===== src/rtl/module_byte_packer.sv =====
// RX byte-to-word packer: aligns on a run of idle COM characters, then packs
// valid bytes MSB-first into 32-bit words with a one-cycle valid pulse.
module module_byte_packer #(
  parameter logic [7:0] COM_CHAR   = 8'hBC,
  parameter int         SYNC_COUNT = 4
) (
  input  logic        clk_Packer,
  input  logic        reset_L,
  input  logic        valid_in_Packer,
  input  logic [7:0]  data_in_Packer,
  output logic        valid_out_Packer,
  output logic [31:0] data_out_Packer,
  output logic        active_Packer
);

  localparam int CW = $clog2(SYNC_COUNT + 1);
  localparam logic [CW-1:0] SYNC_MAX  = CW'(SYNC_COUNT);
  localparam logic [CW-1:0] SYNC_LAST = CW'(SYNC_COUNT - 1);

  typedef enum logic {SEARCH, ACTIVE} state_t;

  state_t        r_state;
  logic [CW-1:0] r_com_cnt;
  logic [1:0]    r_byte_cnt;
  logic [23:0]   r_partial;
  logic          r_valid_out;
  logic [31:0]   r_data_out;
  logic          r_active;
  logic          w_idle_com;

  assign w_idle_com = !valid_in_Packer && (data_in_Packer == COM_CHAR);

  always_ff @(posedge clk_Packer or negedge reset_L) begin
    if (!reset_L) begin
      r_state     <= SEARCH;
      r_com_cnt   <= '0;
      r_byte_cnt  <= 2'd0;
      r_partial   <= 24'h0;
      r_valid_out <= 1'b0;
      r_data_out  <= 32'h0;
      r_active    <= 1'b0;
    end else begin
      r_valid_out <= 1'b0;
      case (r_state)
        SEARCH: begin
          // Valid bytes seen while searching are dropped and break the COM run.
          if (w_idle_com) begin
            if (r_com_cnt != SYNC_MAX) r_com_cnt <= r_com_cnt + CW'(1);
            if (r_com_cnt == SYNC_LAST) begin
              r_state    <= ACTIVE;
              r_active   <= 1'b1;
              r_byte_cnt <= 2'd0;
            end
          end else begin
            r_com_cnt <= '0;
          end
        end
        ACTIVE: begin
          if (valid_in_Packer) begin
            case (r_byte_cnt)
              2'd0: r_partial[23:16] <= data_in_Packer;
              2'd1: r_partial[15:8]  <= data_in_Packer;
              2'd2: r_partial[7:0]   <= data_in_Packer;
              default: begin
                r_data_out  <= {r_partial, data_in_Packer};
                r_valid_out <= 1'b1;
              end
            endcase
            r_byte_cnt <= r_byte_cnt + 2'd1;
          end
        end
        default: r_state <= SEARCH;
      endcase
    end
  end

  assign valid_out_Packer = r_valid_out;
  assign data_out_Packer  = r_data_out;
  assign active_Packer    = r_active;

endmodule


===== config.mk =====
export PLATFORM = sky130hd
export DESIGN_NAME = module_byte_packer
export DESIGN_NICKNAME = d
export VERILOG_FILES = /design/src/rtl/module_byte_packer.sv
export SDC_FILE = /design/constraint.sdc
export NUM_CORES = 1
export LEC_CHECK = 0
export ABC_AREA = 1
export CAP_MARGIN = 20
export CORE_ASPECT_RATIO = 1.4
export CORE_MARGIN = 8
export CORE_UTILIZATION = 56
export CTS_CLUSTER_SIZE = 12
export DETAILED_ROUTE_END_ITERATION = 10
export PLACE_DENSITY = 0.84
export SLEW_MARGIN = 20
export SYNTH_ARGS = -nofsm -noshare
export SYNTH_HDL_FRONTEND = slang
export SYNTH_SLANG_ARGS = --single-unit

===== constraint.sdc =====
create_clock -name clk_Packer -period 3.21 [get_ports clk_Packer]
set_clock_uncertainty 0.2 [all_clocks]
set_input_delay 0.642 -clock clk_Packer [delete_from_list [all_inputs] [get_ports clk_Packer]]
set_output_delay 0.642 -clock clk_Packer [all_outputs]
set_load 0.005 [all_outputs]

## Yosys cells after proc, flatten, opt, wreduce, memory -nomap -nowiden

Index checks and enable logic that the tools add are counted.

- Add/sub/neg operators: 2
- Equal/unequal tests: 9
- Multiplexer cells: 12
- Bitwise operators: 2
- Reductions and logical operators: 11

Operators with widths:

| kind | number |
|---|---|
| AND reduction 3 bit | 6 |
| == test 8 bit (second input constant) | 1 |
| two-way mux 1 bit | 6 |
| two-way mux 2 bit | 3 |
| two-way mux 3 bit | 2 |
| != test 2 bit (second input constant) | 3 |
| one-hot mux 2 bit (2 select lines) | 1 |
| adder 3 x 1 -> 3 bit (second input constant) | 1 |
| == test 3 x 2 -> 1 bit (second input constant) | 1 |
| != test 3 bit (second input constant) | 1 |
| OR reduction 3 bit | 1 |
| adder 2 x 1 -> 2 bit (second input constant) | 1 |
| == test 2 x 1 -> 1 bit (second input constant) | 1 |
| == test 2 bit (second input constant) | 1 |
| logical NOT 2 bit | 1 |
| != test 2 x 1 -> 1 bit (second input constant) | 1 |
| NOT 1 bit | 2 |
| AND reduction 2 bit | 1 |
| logical AND 1 bit | 1 |
| logical NOT 1 bit | 1 |

- Flip-flop bits (word level): 64
- Bits of input ports: 11
- Output and inout bits: 34
- Logic and storage cells: 45

## Logic depth before layout (Yosys ltp)

- Depth after elaboration: 5
- Depth in mapped cells: 7
- Depth with buffers taken out: 7

## Worst setup path before layout

OpenSTA, ideal clock, no wires.

- Kind: input port to flip-flop
- From: input port valid_in_Packer
- To: register r_data_out[4], in the netlist data_out_Packer[4]
- Setup time: 0.120 ns
- Arrival: 1.170 ns
- Required time: 2.890 ns
- Slack: 1.719 ns
- Cell stages on the path: 6
- Path buffers: 1
- Cells stage by stage: nand2_2 inv_6 nand2_4 buf_2 nand2_1 o21ai_2

- Cells in the longest elaborated chain, start to end: 1

RTL lines:

| what | RTL line | RTL |
|---|---|---|
| from (decl) | 9 | `input logic valid_in_Packer,` |
| AND reduction 3 bit (no line) | -- |  |
| to (signal assigned) | 65 | `r_data_out <= {r_partial, data_in_Packer};` |
| to (decl) | 27 | `logic [31:0] r_data_out;` |

No other way between the ends.
A chain may end at the register's enable or synchronous reset.

## Worst setup path in the final report

- From: register r_data_out[22], in the netlist data_out_Packer[22]
- To: output port data_out_Packer[22]

RTL lines:

| what | RTL line | RTL |
|---|---|---|
| to (decl) | 12 | `output logic [31:0] data_out_Packer,` |

No word-level cell between the ends.

==> impl_metrics.csv <==
group,metric,value,unit
die,die_w,74.1,um
critical_path,critPathKind,"reg2out",
detailed_routing,routed_wl,5.50,mm
clock_network,cts_made_buffers,9,
detailed_routing,drt_pass1_iterations,7,
job,max_cap_viol_count,0,
place,hpwl,3.84,mm
critical_path,crit_end,"data_out_Packer[22]",
synth,synth_edf_count,0,
critical_path,cp.required,2.37,ns
clock_network,cts.clk_slew.worst_paths,0.07,ns
critical_path,cp_num_cells,1,
synth,synth_seq_area_share,60.6,%
clock_network,clkLatencyLatePin,0.33,ns
synth,synth_cells,276,
finish,layout.cells.non_filler,391,
critical_path,crit_family,"buffers and inverters",
critical_path,r2r_cells,5,
finish,diodes,0,
power_and_ir_drop,peakVddDrop,576,uV
critical_path,critPathLaunchType,"flop",
grt,overflow,0,
outcome,status,"finished clean",
sta,fin_crit_sh,64.7,%
die,die_area,7210,um2
finish,fillers,344,
detailed_routing,vias_per_cell,5.03,
sta,fin_ws,1.13,ns
clock_network,cts_buffer_depth,2,
finish,area_growth,25.6,%
sta,worstMarginPinSlew,0.780,ns
grt,grt_antenna_before_repair,0,
die,fp.dieH,97.3,um
critical_path,worstPathArrival,1.24,ns
critical_path,r2r-start,"r_byte_cnt[0]",
synth,synth_nets,294,
grt,grt_pass1_wl,9.03,mm
clock_network,ctsHoldBuffers,0,
clock_network,htree_levels,3,
synth,ys_types,20,
die,core,4540,um2
power_and_ir_drop,finalPower,3030,uW
place,gp_congestion,0.830,
detailed_routing,wl_per_cell,14.1,um
power_and_ir_drop,p_per_area,912,nW/um2
clock_network,cts.sinks,64,
die,start_util,58.3,%
detailed_routing,via_count,1965,
synth,synth_top_cell_area_share,60.6,%
critical_path,rrSetupSlack,1.50,ns
sta,slew_headroom,48.0,%
detailed_routing,drt_iter0_markers,117,
sta,hold_viol,0,
sta,tns,0,ns
critical_path,cp_slowest_cell,"clkdlybuf4s50_1",
sta,rsz0062_at_grt,"no",
synth,synth-seq-cells,64,
synth,synth_flop_cell,"dfrtp_1",
sta,slew_violations,0,
grt,first_global_vias,1943,
place,dpl_cell_area,3110,um2
sta,timing.fmax,481,MHz
synth,synth.avg_cell_area,9.58,um2
grt,grt_max_degree,36,
place,pre_cts_slack,0.887,ns
synth,synth_commonest_cells,"nand2_1 (125), dfrtp_1 (64), o21ai_1 (24)",
synth,synth_top_area_cell,"dfrtp_1",
critical_path,slowest_delay,0.52,ns
clock_network,cts_tree,"done",
critical_path,cp_cell_sequence,"clkdlybuf4s50_1",
critical_path,crit_buf_inv,1,
finish,design_area,3320,um2
synth,syn-cell-area,2640,um2
critical_path,end_kind,"primary output",
grt,grt_use_total,16.3,%
synth,synth.most_common_cell,"nand2_1",
place,dp.cells,375,
detailed_routing,ant_nets,0,
synth,synthTopCellsByArea,"dfrtp_1 (61%), nand2_1 (18%), o21ai_1 (4.5%)",
finish,drive_above_1_share,10.9,%
finish,layout.nets,342,
clock_network,cts.repair.resized,0,
die,row_count,29,
sta,setup_viol,0,
synth,yosysWarningCount,0,
die,pin_count,45,
place,port_buffers,44,
power_and_ir_drop,cellLeakagePower,0.00170,uW
clock_network,post_cts_buffers,0,
critical_path,worstPathMaxFanout,2,
detailed_routing,drc,0,
critical_path,cp-startpoint,"data_out_Packer[22]",
sta,fin_crit,2.08,ns
critical_path,r2r_end,"data_out_Packer[13]",
clock_network,clockRootBuffer,"clkbuf_8",
synth,async_reset_ff_share,100,%
worst_hold_path,worstHoldPathType,"in2async",
## metal layers
metal | vias up | part of all wire [%] | GRT usage [%]
li1 | 953 | - | -
met1 | 943 | 41 | 18.6
met4 | 0 | 1.8 | 6.65
met5 | - | 0 | 0
met3 | 13 | 6.3 | 5.58
met2 | 56 | 51 | 26.6
## stage by stage
| stage | utilization, % | hold WS (ns) |
|---|---|---|
| 4_1_cts | 73.2 | 0.201 |
| 3_5_place_dp | 68.5 | 0.254 |
| 2_1_floorplan | - | 0.146 |
| 3_3_place_gp | 68.5 | 0.250 |
| 5_1_grt | 73.2 | 0.249 |
| 6_report | 73.2 | 0.182 |
## flip-flops by register name (all words and copies together) (netlist names)
register and count:
r_partial 24, r_state 1, active_Packer 1, r_byte_cnt 2
valid_out_Packer 1, r_com_cnt 3, data_out_Packer 32
## worst min-delay path by stage
| stage | start | endpoint | slack [ns] | depth (start not counted) |
|---|---|---|---|---|
| 2_1_floorplan | reset_L | active_Packer | 0.15 | 0 |
| 3_3_place_gp | r_partial[3] | data_out_Packer[11] | 0.25 | 2 |
| 3_5_place_dp | r_partial[20] | data_out_Packer[28] | 0.25 | 2 |
| 4_1_cts | reset_L | active_Packer | 0.20 | 1 |
| 5_1_grt | reset_L | r_com_cnt[2] | 0.25 | 1 |
| 6_report | reset_L | active_Packer | 0.18 | 1 |
## logic make-up (layout without fill, tap and decap cells)
group | count (synthesis) | in the layout | synth area share, %
buffers and inverters | 30 | 83 | 6.34
flip-flops | 64 | 64 | 60.6
AO/OA/AOI/OAI | 33 | 33 | 7.53
AND/OR/NAND/NOR | 142 | 142 | 22.2
adder cells (fa/ha/maj) | 7 | 7 | 3.31
## area by class of cell
type | count | area [um2] | share of cell area [%]
flip-flops and latches | 64 | 1600 | 48.2
multi-input cells | 182 | 875 | 26.3
repair buffers | 46 | 463 | 13.9
clock buffers | 13 | 149 | 4.49
inverters | 21 | 88.8 | 2.68
well taps | 62 | 77.6 | 2.34
clock inverters | 3 | 65.1 | 1.96
## power by group
part	leakage (uW)	switching (uW)	internal, uW
logic	0.000790	396	521
registers	0.000803	207	1160
clock network	0.000108	290	458
## cell usage in the layout (no fill, tap or decap)
cell type,netlist,routed
buf_12,0,1
buf_2,3,1
buf_4,1,1
bufinv_16,0,2
clkbuf_1,0,3
clkbuf_8,0,10
clkdlybuf4s50_1,0,43
clkinv_2,0,1
clkinv_4,1,1
dfrtp_1,64,64
ha_1,7,7
inv_1,17,17
inv_2,2,2
inv_6,1,1
nand2_1,125,125
nand2_2,1,1
nand2_4,4,4
nand3_1,2,2
nand3_2,1,1
nand4_1,4,4
nor2_1,3,3
nor2_2,1,1
nor3_1,1,1
o21ai_1,24,24
o21ai_2,9,9
No activity file was read; power rests on OpenSTA's default activity.
